==> src/rtl/btn_pulse_gen_pkg.sv <==
// btn_pulse_gen_pkg: debounce FSM state encodings and counter-width helper.
package btn_pulse_gen_pkg;
  localparam logic [1:0] ST_IDLE        = 2'd0;
  localparam logic [1:0] ST_PRESS_CNT   = 2'd1;
  localparam logic [1:0] ST_HELD        = 2'd2;
  localparam logic [1:0] ST_RELEASE_CNT = 2'd3;
  function automatic int cnt_w(input int n);
    return $clog2(n + 1);
  endfunction
endpackage

==> src/rtl/btn_debounce_ch.sv <==
// btn_debounce_ch: 2-flop sync, debounce FSM and press pulse for one button.
// Optional auto-repeat while held is enabled by defining BTN_REPEAT_EN.
module btn_debounce_ch
  import btn_pulse_gen_pkg::*;
#(
  parameter int DEBOUNCE_CYC = 20,
  parameter int REPEAT_CYC   = 50
) (
  input  logic clk,
  input  logic rst,
  input  logic btn,
  output logic pulse,
  output logic level
);
  localparam int CW = cnt_w(DEBOUNCE_CYC);
  logic          s1, s2;
  logic [1:0]    state;
  logic [CW-1:0] cnt;
  logic          done, rep_hit;
  assign done = cnt == CW'(DEBOUNCE_CYC - 1);
`ifdef BTN_REPEAT_EN
  localparam int RW = cnt_w(REPEAT_CYC);
  logic [RW-1:0] rcnt;
  assign rep_hit = state == ST_HELD && s2 && rcnt == RW'(REPEAT_CYC - 1);
  // Interval counter is zero outside HELD, so entry and re-entry restart it.
  always_ff @(posedge clk or negedge rst)
    if (!rst) rcnt <= '0;
    else      rcnt <= (state == ST_HELD && s2 && !rep_hit) ? rcnt + 1'b1 : '0;
`else
  assign rep_hit = 1'b0 && REPEAT_CYC != 0;
`endif
  always_ff @(posedge clk or negedge rst)
    if (!rst) begin
      s1    <= 1'b0;
      s2    <= 1'b0;
      state <= ST_IDLE;
      cnt   <= '0;
      pulse <= 1'b0;
      level <= 1'b0;
    end else begin
      s1    <= btn;
      s2    <= s1;
      pulse <= 1'b0;
      case (state)
        ST_IDLE:
          if (s2) begin
            state <= ST_PRESS_CNT;
            cnt   <= CW'(1);
          end
        ST_PRESS_CNT:
          if (!s2) begin
            state <= ST_IDLE;
            cnt   <= '0;
          end else if (done) begin
            state <= ST_HELD;
            cnt   <= '0;
            pulse <= 1'b1;
            level <= 1'b1;
          end else cnt <= cnt + 1'b1;
        ST_HELD:
          if (!s2) begin
            state <= ST_RELEASE_CNT;
            cnt   <= CW'(1);
          end else pulse <= rep_hit;
        ST_RELEASE_CNT:
          if (s2) begin
            state <= ST_HELD;
            cnt   <= '0;
          end else if (done) begin
            state <= ST_IDLE;
            cnt   <= '0;
            level <= 1'b0;
          end else cnt <= cnt + 1'b1;
        default: state <= ST_IDLE;
      endcase
    end
endmodule

==> src/rtl/btn_pulse_gen.sv <==
// btn_pulse_gen: NUM_BTN independent debounced buttons, one pulse per clean press.
// Define BTN_REPEAT_EN to add repeat pulses every REPEAT_CYC cycles while held.
module btn_pulse_gen #(
  parameter int NUM_BTN      = 3,
  parameter int DEBOUNCE_CYC = 20,
  parameter int REPEAT_CYC   = 50
) (
  input  logic               clk,
  input  logic               rst,
  input  logic [NUM_BTN-1:0] btn_in,
  output logic [NUM_BTN-1:0] pulse_out,
  output logic [NUM_BTN-1:0] level_out
);
  for (genvar i = 0; i < NUM_BTN; i++) begin : g_ch
    btn_debounce_ch #(
      .DEBOUNCE_CYC(DEBOUNCE_CYC),
      .REPEAT_CYC  (REPEAT_CYC)
    ) u_ch (
      .clk  (clk),
      .rst  (rst),
      .btn  (btn_in[i]),
      .pulse(pulse_out[i]),
      .level(level_out[i])
    );
  end
endmodule

==> config.mk <==
export PLATFORM = sky130hd
export DESIGN_NAME = btn_pulse_gen
export DESIGN_NICKNAME = d
export VERILOG_FILES = /design/src/rtl/btn_pulse_gen_pkg.sv /design/src/rtl/btn_debounce_ch.sv /design/src/rtl/btn_pulse_gen.sv
export SDC_FILE = /design/constraint.sdc
export NUM_CORES = 1
export LEC_CHECK = 0
export BUFFER_PORTS_ARGS = -buffer_cell sky130_fd_sc_hd__buf_2
export CAP_MARGIN = 10
export CORE_MARGIN = 5
export CORE_UTILIZATION = 55
export CTS_BUF_LIST = sky130_fd_sc_hd__clkbuf_16
export CTS_CLUSTER_SIZE = 16
export DETAILED_ROUTE_END_ITERATION = 6
export GPL_TIMING_DRIVEN = 0
export PLACE_DENSITY = 0.76
export SYNTH_ARGS = -nofsm -noshare
export SYNTH_HDL_FRONTEND = slang
export SYNTH_SLANG_ARGS = --single-unit
==> constraint.sdc <==
create_clock -name clk -period 2.35 [get_ports clk]
set_input_delay 0.47 -clock clk [delete_from_list [all_inputs] [get_ports clk]]
set_output_delay 0.47 -clock clk [all_outputs]
set_load 0.1 [all_outputs]
; After elaboration in Yosys (flattened, before gate mapping)
; Index checks and enable logic that the tools add are counted.
[totals]
reg_bits = 33
input_bits = 5
out_inout_bits = 6
[classes]
addsub = 3
n_eq_ne = 36
mux = 63
n_reduce_logical = 15
[ops]
columns = cell, count
row1 = 2-to-1 mux 5 bit, 15
row2 = case mux 5 bit (4 select lines), 3
row3 = 2-to-1 mux 2 bit, 18
row4 = != test 2 x 1 -> 1 bit (second input constant), 12
row5 = case mux 2 bit (4 select lines), 3
row6 = 2-to-1 mux 1 bit, 21
row7 = adder 5 x 1 -> 5 bit (second input constant), 3
row8 = equality test 5 bit (second input constant), 3
row9 = AND reduction 5 bit, 3
row10 = equality test 2 bit (second input constant), 6
row11 = != test 2 bit (second input constant), 6
row12 = AND reduction 4 bit, 3
row13 = != test 3 x 1 -> 1 bit (second input constant), 3
row14 = != test 3 bit (second input constant), 3
row15 = equality test 2 x 1 -> 1 bit (second input constant), 3
row16 = logical NOT 2 bit, 3
row17 = case mux 1 bit (2 select lines), 3
row18 = AND reduction 2 bit, 3
row19 = nonzero test 2 bit, 3

; Logic depth before layout (Yosys ltp)
; Gate-level depths: netlist (run 1).
[depth]
word_depth = 4
mapped_depth = 5

; Hierarchy
; Synthesis (run 1) repeated with hierarchy kept, for this count alone.
[unflattened]
cells_unflattened = 141
area_unflattened_um2 = 1584.0
[by_module_without_submodules]
columns = module, n_inst, cells_each, area_each_um2, seq_area_each_um2
row1 = btn_debounce_ch, 3, 47, 528.0, 275.3

; Worst setup path before layout (run 1)
; OpenSTA, ideal clock, no wires.
[synth_timing]
path_kind = reg2reg
start = reg g_ch[0].u_ch.cnt[0]
end = reg g_ch[0].u_ch.level
arrival_ps = 1216
t_required_ps = 2222
setup_slack_ps = 1006
path_stages_with_launch = 6
n_path_buf = 0
synth_period_minus_slack_ps = 1344
path_cell_list = dfrtp_1 -> ha_1 -> and4bb_2 -> and2_1 -> a21oi_1 -> a21oi_1
[synth_via]
elab_chain_cells = 3
elab_cells_between_ends = 4
[synth_lines]
columns = item, line_no
row1 = from (decl), btn_debounce_ch.sv:18  ; logic [CW-1:0] cnt;
row2 = from (signal assigned), btn_debounce_ch.sv:59  ; end else cnt <= cnt + 1'b1;
row3 = from (signal assigned), btn_debounce_ch.sv:73  ; end else cnt <= cnt + 1'b1;
row4 = equality test 5 bit *, btn_debounce_ch.sv:20  ; assign done = cnt == CW'(DEBOUNCE_CYC - 1);
row5 = != test 2 x 1 -> 1 bit (no line), --
row6 = AND reduction 5 bit (no line) *, --
row7 = to (signal assigned), btn_debounce_ch.sv:39  ; level <= 1'b0;
row8 = to (signal assigned), btn_debounce_ch.sv:58  ; level <= 1'b1;
row9 = to (signal assigned), btn_debounce_ch.sv:72  ; level <= 1'b0;
row10 = to (decl), btn_debounce_ch.sv:13  ; output logic level
; Mark *: on every way between the ends. The rest lies on a longest branch, timed or not.
; A chain may end at the register's enable or synchronous reset.

; Final worst setup path (run 1)
[layout_timing]
start = reg g_ch[0].u_ch.level
end = out level_out[0]
[layout_rtl]
columns = item, line_no
row1 = to (decl), btn_pulse_gen.sv:12  ; output logic [NUM_BTN-1:0] level_out
; No word-level cell between the ends.

==> impl_metrics.py, run 1 <==
metrics = {
    "route": {
        "wire_per_inst_um": 12.4,
        "firstDrtPassIters": 4,
        "drt_iter0_drc": 46,
        "ant_nets": 0,
        "post-route-drc-count": 0,
        "via_per_inst": 5.53,
        "drt-total-wl_um": 2460,
        "vias": 1100,
    },
    "timing": {
        "layout_setup_ws_ps": 727,
        "hold_viol_final": 0,
        "worstMarginPinSlew_ps": 687,
        "rsz0062_at_grt": "false",
        "max_freq_mhz": 616,
        "finalCriticalPeriod_ps": 1620,
        "setup_viol": 0,
        "max_slew_margin_pct": 54.2,
        "fin_tns_setup_ps": 0,
        "slew_viol_final": 0,
        "period_share_pct": 69.1,
        "worst_clock_skew_ps": 1.85,
    },
    "critical_path": {
        "reg2reg_slack_ps": 900,
        "end_kind": "output pin",
        "cp_slowest_cell": "buf_2",
        "start_kind": "register",
        "path_class": "reg2out",
        "cp.required_ps": 1880,
        "r2r_start": "g_ch[0].u_ch.cnt[0]$_DFFE_PN0P_",
        "r2r_end": "g_ch[0].u_ch.level$_DFFE_PN0P_",
        "max_stage_delay_ps": 410,
        "arrival_ps": 1150,
        "reg2reg_depth": 5,
        "cp_cell_sequence": "buf_4 -> buf_2",
        "cp_max_fo": 3,
    },
    "hold_path": {
        "min_path_type": "in2async",
    },
    "synthesis": {
        "muxShareOfSynthArea_pct": 0,
        "syn_nets": 158,
        "synthTopCellsByArea": "dfrtp_1 (54%), nand2_1 (6.1%), a21oi_1 (4.2%)",
        "synth_fa_ha_area_share_pct": 2.44,
        "postSynthCellCount": 150,
        "synth_cell_types": 32,
        "synth_compound_area_share_pct": 13.5,
        "seq_area_frac_synth_pct": 53.6,
        "synth_top_area_share_pct": 53.6,
        "ys_warn_count": 0,
        "avgSynthCellArea_sq_um": 10.3,
        "synthFlopType": "dfrtp_1",
        "synthMostInstantiatedCell": "dfrtp_1",
        "syn_area_sq_mm": 0.00154,
        "ys_ff_latch": 33,
        "synthTopCellsByCount": "dfrtp_1 (33), nand2_1 (25), a21oi_1 (13)",
        "synth_xor_area_share_pct": 6.09,
        "ys_async_sr_fraction_pct": 100,
        "synth_edf_count": 0,
        "synth-simple-area-share_pct": 20.0,
        "synth.largest_area_cell": "dfrtp_1",
        "synth_top_family_by_area": "simple AND/OR/NAND/NOR gates",
    },
    "clocking": {
        "root_buffer": "clkbuf_16",
        "clkTransAtPathRegs_ps": 50,
        "numCtsBuffers": 5,
        "htree_levels": 2,
        "cts_setup_buffers": 0,
        "post_cts_resize_count": 0,
        "cts_buffer_depth": 2,
        "cts_tree": "done",
        "holdBufCountCts": 0,
        "cts.sinks": 33,
        "clk_latency_ps": 270,
    },
    "cells_and_area": {
        "fin_cells": 199,
        "diodes": 0,
        "area_growth_pct": 14.7,
        "drive_gt1_share_pct": 19.6,
        "fillers": 227,
        "nNetsFinal": 175,
        "final_cell_area_sq_mm": 0.00177,
    },
    "placement": {
        "dp_hpwl_um": 1730,
        "place.gp.congestion": 0.817,
        "placed_area_sq_mm": 0.00163,
        "place_ws_ps": 896,
        "dp.cells": 191,
        "port_buffers": 10,
    },
    "pwr": {
        "ir_drop_mv": 0.722,
        "clkPwrFrac_pct": 45.7,
        "power.switching_uw": 284,
        "intPower_mw": 1.01,
        "p_comb_share_pct": 6.4,
        "switching_share_pct": 21.9,
        "cellPowerDensity_mw_per_mm2": 733,
        "p_leak_nw": 0.850,
        "finalPower_mw": 1.30,
        "power_frac_seq_pct": 47.8,
    },
    "floorplanning": {
        "start_util_pct": 56.9,
        "rows": 19,
        "ioPinCount": 11,
        "dieArea_sq_mm": 0.00396,
        "die_x_um": 62.9,
        "coreArea_sq_mm": 0.00271,
        "fp.dieH_um": 62.9,
    },
    "global_routing": {
        "antenna_found_initial": 0,
        "grt_max_degree": 34,
        "grt_overflow": 0,
        "track_usage_pct": 14.8,
        "grt_pass1_vias": 1072,
        "grt_pass1_wl_um": 4640,
    },
    "job": {
        "maxCapViolCount": 0,
    },
    "outcome": {
        "outcome": "completed",
    },
}
-- cell usage in the layout (no fill, tap or decap), types with 2 or more instances in the layout --
| cell | instances |
|---|---|
| o21ai_0 | 8 |
| buf_4 | 6 |
| o22ai_1 | 7 |
| nand3_1 | 6 |
| xnor2_1 | 3 |
| xor2_1 | 4 |
| and2_1 | 2 |
| clkbuf_16 | 5 |
| dfrtp_1 | 33 |
| clkinv_1 | 2 |
| and4bb_2 | 2 |
| nor2_1 | 7 |
| o21a_1 | 2 |
| inv_1 | 4 |
| ha_1 | 3 |
| nand2_1 | 25 |
| a21o_1 | 2 |
| nand2b_1 | 5 |
| a21oi_1 | 13 |
| and2b_2 | 2 |
| buf_2 | 11 |
| nand3b_1 | 3 |
-- power groups by stage --
stage	clock, mW	sequential [mW]	combinational [mW]
4_1_cts	0.615	0.620	0.0858
5_1_grt	0.641	0.624	0.0989
2_1_floorplan	0	0.623	0.0598
3_3_place_gp	0	0.627	0.0806
6_report	0.593	0.620	0.0835
3_5_place_dp	0	0.629	0.0847
-- how the worst max path moves through the flow --
stage	end	cells past startpoint	slack, ps	from
floorplan	g_ch[0].u_ch.level$_DFFE_PN0P_	5	1010	g_ch[0].u_ch.cnt[0]$_DFFE_PN0P_
finish	level_out[0]	2	730	g_ch[0].u_ch.level$_DFFE_PN0P_
CTS	level_out[0]	2	710	g_ch[0].u_ch.level$_DFFE_PN0P_
global placement	g_ch[0].u_ch.level$_DFFE_PN0P_	5	930	g_ch[0].u_ch.cnt[0]$_DFFE_PN0P_
global route	level_out[1]	2	670	g_ch[1].u_ch.level$_DFFE_PN0P_
detailed placement	g_ch[0].u_ch.level$_DFFE_PN0P_	5	900	g_ch[0].u_ch.cnt[0]$_DFFE_PN0P_
-- routing by layer --
metal | part of all wire, % | vias up | global-route usage [%]
met5 | 0 | - | 0
met4 | 2.3 | 0 | 7.69
met3 | 4.6 | 8 | 5.40
met2 | 48 | 14 | 22.4
met1 | 45 | 534 | 18.3
li1 | - | 544 | -
-- kinds of logic (layout without fill, tap and decap cells) --
kind of cell / count (synthesis) / in the layout
xor+xnor: 9 / 9
buf+inv: 12 / 30
flops: 33 / 33
compound gates: 36 / 36
simple gates: 57 / 57
fa+ha+maj: 3 / 3
-- flip-flops by register name, indices dropped and copies added (netlist names), named ones only --
name and count:
g_ch.u_ch.s1 3, g_ch.u_ch.s2 3, g_ch.u_ch.pulse 3, g_ch.u_ch.state 3, g_ch.u_ch.cnt 15, g_ch.u_ch.level 3
-- critical path: cells and delay by family, from the launching register on --
family | cells | cell delay, ps
buffers and inverters | 2 | 520
DFF | 1 | 360
-- stage by stage --
stage                     utilization (%)  hold WS, ps
final                                65.2          238
after global routing                 65.2          294
after CTS                            65.2          277
after detailed placement             60.2          338
after global placement               60.2          336
after floorplan                         -          174
-- layout make-up --
| type | count | area [sq um] | share of cell area (%) |
|---|---|---|---|
| Sequential cell | 33 | 826 | 46.7 |
| Timing Repair Buffer | 10 | 50.0 | 2.83 |
| Tap cell | 31 | 38.8 | 2.19 |
| Inverter | 4 | 15.0 | 0.849 |
| Buffer | 8 | 53.8 | 3.04 |
| Multi-Input combinational cell | 105 | 647 | 36.6 |
| Clock buffer | 5 | 125 | 7.08 |
| Clock inverter | 3 | 12.5 | 0.708 |
Power figures use the tool's default switching activity.
==> run 2, diff against run 1 <==
ABC_AREA = 1   (was unset)
CORE_UTILIZATION = 53   (was 55)
clock period = 1.4 ns   (was 2.35 ns; I/O delays follow)
==> run 2 against run 1 <==
Synthesized cell count increased by 21%. Critical path depth unchanged. Final cell count grew 17%. Sequential power grew 68%. Via count increased by 6.9%. Combinational power grew 94%. Clock skew up 3.6 ps. Count of clock-buffer cells in the layout stayed put. Sequential cell count stayed put. Register-to-register slack worse by 780 ps. Power increased by 72%. Global-route usage increased by 0.57 points.
==> impl_metrics.py, run 2 <==
metrics = {
    "outcome": {
        "outcome": "completed",
    },
    "floorplanning": {
        "rows": 19,
        "dieArea_sq_mm": 0.00417,
        "die_x_um": 64.5,
        "start_util_pct": 56.2,
        "coreArea_sq_mm": 0.00281,
        "ioPinCount": 11,
        "fp.dieH_um": 64.5,
    },
    "pwr": {
        "cellPowerDensity_mw_per_mm2": 1210,
        "ir_drop_mv": 0.820,
        "p_leak_nw": 0.979,
    },
    "synthesis": {
        "synthTopCellsByCount": "nand2_1 (50), dfrtp_1 (33), inv_1 (21)",
        "synth_edf_count": 0,
        "synth_top_area_share_pct": 52.4,
        "postSynthCellCount": 182,
        "synthTopCellsByArea": "dfrtp_1 (52%), nand2_1 (12%), inv_1 (5.0%)",
        "synthFlopType": "dfrtp_1",
        "ys_warn_count": 0,
        "syn_nets": 190,
        "synth_cell_types": 22,
        "seq_area_frac_synth_pct": 52.4,
        "synth.largest_area_cell": "dfrtp_1",
        "synthMostInstantiatedCell": "nand2_1",
        "ys_ff_latch": 33,
        "ys_async_sr_fraction_pct": 100,
        "syn_area_sq_mm": 0.00158,
        "avgSynthCellArea_sq_um": 8.66,
    },
    "route": {
        "highest_layer": "met4",
        "firstDrtPassIters": 4,
        "vias": 1176,
        "drt-total-wl_um": 2790,
        "post-route-drc-count": 0,
        "via_per_inst": 5.07,
        "ant_nets": 0,
        "drt_iter0_drc": 71,
        "wl_met2_um": 1320,
        "wl_met3_um": 138,
        "wire_per_inst_um": 12.0,
        "drt-met1-wl_um": 1250,
    },
    "clocking": {
        "htree_levels": 2,
        "numCtsBuffers": 5,
        "clk_latency_ps": 280,
        "root_buffer": "clkbuf_16",
        "cts_buffer_depth": 2,
        "holdBufCountCts": 0,
        "clkTransAtPathRegs_ps": 50,
        "cts_tree": "done",
        "cts.sinks": 33,
    },
    "timing": {
        "worstMarginPinSlew_ps": 728,
        "max_freq_mhz": 730,
        "max_slew_margin_pct": 51.5,
        "slew_viol_final": 0,
        "fin_tns_setup_ps": 0,
        "worst_clock_skew_ps": 5.49,
        "finalCriticalPeriod_ps": 1370,
        "hold_viol_final": 0,
        "rsz0062_at_grt": "false",
        "setup_viol": 0,
        "period_share_pct": 97.9,
    },
    "cells_and_area": {
        "mostFrequentLayoutCells": "nand2_1 (50), dfrtp_1 (33), inv_1 (21)",
        "largest_reg_flops": 15,
        "mostFrequentLayoutCell": "nand2_1",
        "diodes": 0,
        "largest-register": "g_ch.u_ch.cnt",
        "nNetsFinal": 208,
        "drive_gt1_share_pct": 20.9,
        "postLayoutCoreUtil_pct": 65.4,
        "area_growth_pct": 16.4,
    },
    "hold_path": {
        "min_path_type": "in2async",
    },
    "global_routing": {
        "grt_pass1_vias": 1090,
        "track_usage_pct": 15.4,
        "grt_pass1_wl_um": 4750,
        "antenna_found_initial": 0,
        "grt_overflow": 0,
        "grt_max_degree": 34,
    },
    "critical_path": {
        "start_kind": "register",
        "arrival_ps": 1090,
        "end_kind": "output pin",
        "cp.required_ps": 1120,
        "path_class": "reg2out",
        "cp_max_fo": 1,
    },
    "job": {
        "maxCapViolCount": 0,
    },
    "placement": {
        "place.gp.congestion": 0.819,
        "dp_hpwl_um": 1920,
        "port_buffers": 10,
    },
}
## run 2: kinds of logic after synthesis
logic type	share of synthesized area, %
buffers and inverters	8.89
adder cells (fa/ha/maj)	2.38
AND/OR/NAND/NOR	28.2
XOR/XNOR	3.33
AO/OA/AOI/OAI	4.84
flip-flops	52.4
## run 2: per-layer routing
metal	up-vias	global-route usage, %
li1	600	-
met1	541	17.8
met2	24	24.2
met3	11	5.87
met4	0	9.23
met5	-	0
## run 2: path summary, 6_finish.rpt
kind	startpoint	endpoint	slack, ps	cells after the start
worst min register to register	g_ch[2].u_ch.s1$_DFF_PN0_	g_ch[2].u_ch.s2$_DFF_PN0_	350	0
worst max-delay path	g_ch[0].u_ch.pulse$_DFF_PN0_	pulse_out[0]	30	2
worst min-delay path	rst	g_ch[0].u_ch.level$_DFFE_PN0P_	60	1
min in group clk	btn_in[0]	g_ch[0].u_ch.s1$_DFF_PN0_	110	1
max in group asynchronous	rst	async pin	870	1
worst max register to register	g_ch[0].u_ch.cnt[0]$_DFFE_PN0P_	register	120	6
## run 2: worst max-delay path, cell delays in order, from the launching register on
cell	delay (ps)
dfrtp_1	310
buf_4	90
buf_2	410
## run 2: cell type report
| type | count | area [sq um] |
|---|---|---|
| fillers | 236 | 970 |
| flip-flops and latches | 33 | 826 |
| multi-input cells | 118 | 623 |
| clock buffers | 5 | 125 |
| inverters | 24 | 90.1 |
| repair buffers | 11 | 70.1 |
| plain buffers | 7 | 50.0 |
| well taps | 31 | 38.8 |
| clock inverters | 3 | 12.5 |
## run 2: per-stage QoR
| step | hold WS (ps) | setup slack (ps) | cell area [sq um] | std cells | power, mW |
|---|---|---|---|---|---|
| global route | 98.3 | 2.04 | 1840 | 232 | 2.33 |
| detailed placement | 337 | 87.4 | 1670 | 223 | 1.21 |
| floorplan | -15.6 | 238 | 1580 | 182 | 1.15 |
| CTS | 86.8 | 12.0 | 1810 | 231 | 2.22 |
| global placement | 333 | 143 | 1670 | 223 | 1.20 |
| finish | 61.3 | 30.1 | 1840 | 232 | 2.22 |
## run 2: repair_timing
action | CTS | global route
resized for setup | 3 | 4
setup endpoints to repair | 3 | 9
pin swaps | 0 | 1
setup buffers | 0 | 1
## run 2: power by group
group / switching, mW / internal [mW] / total (mW)
registers: 0.0447 / 0.998 / 1.04
logic: 0.0981 / 0.0637 / 0.162
clock network: 0.379 / 0.641 / 1.02
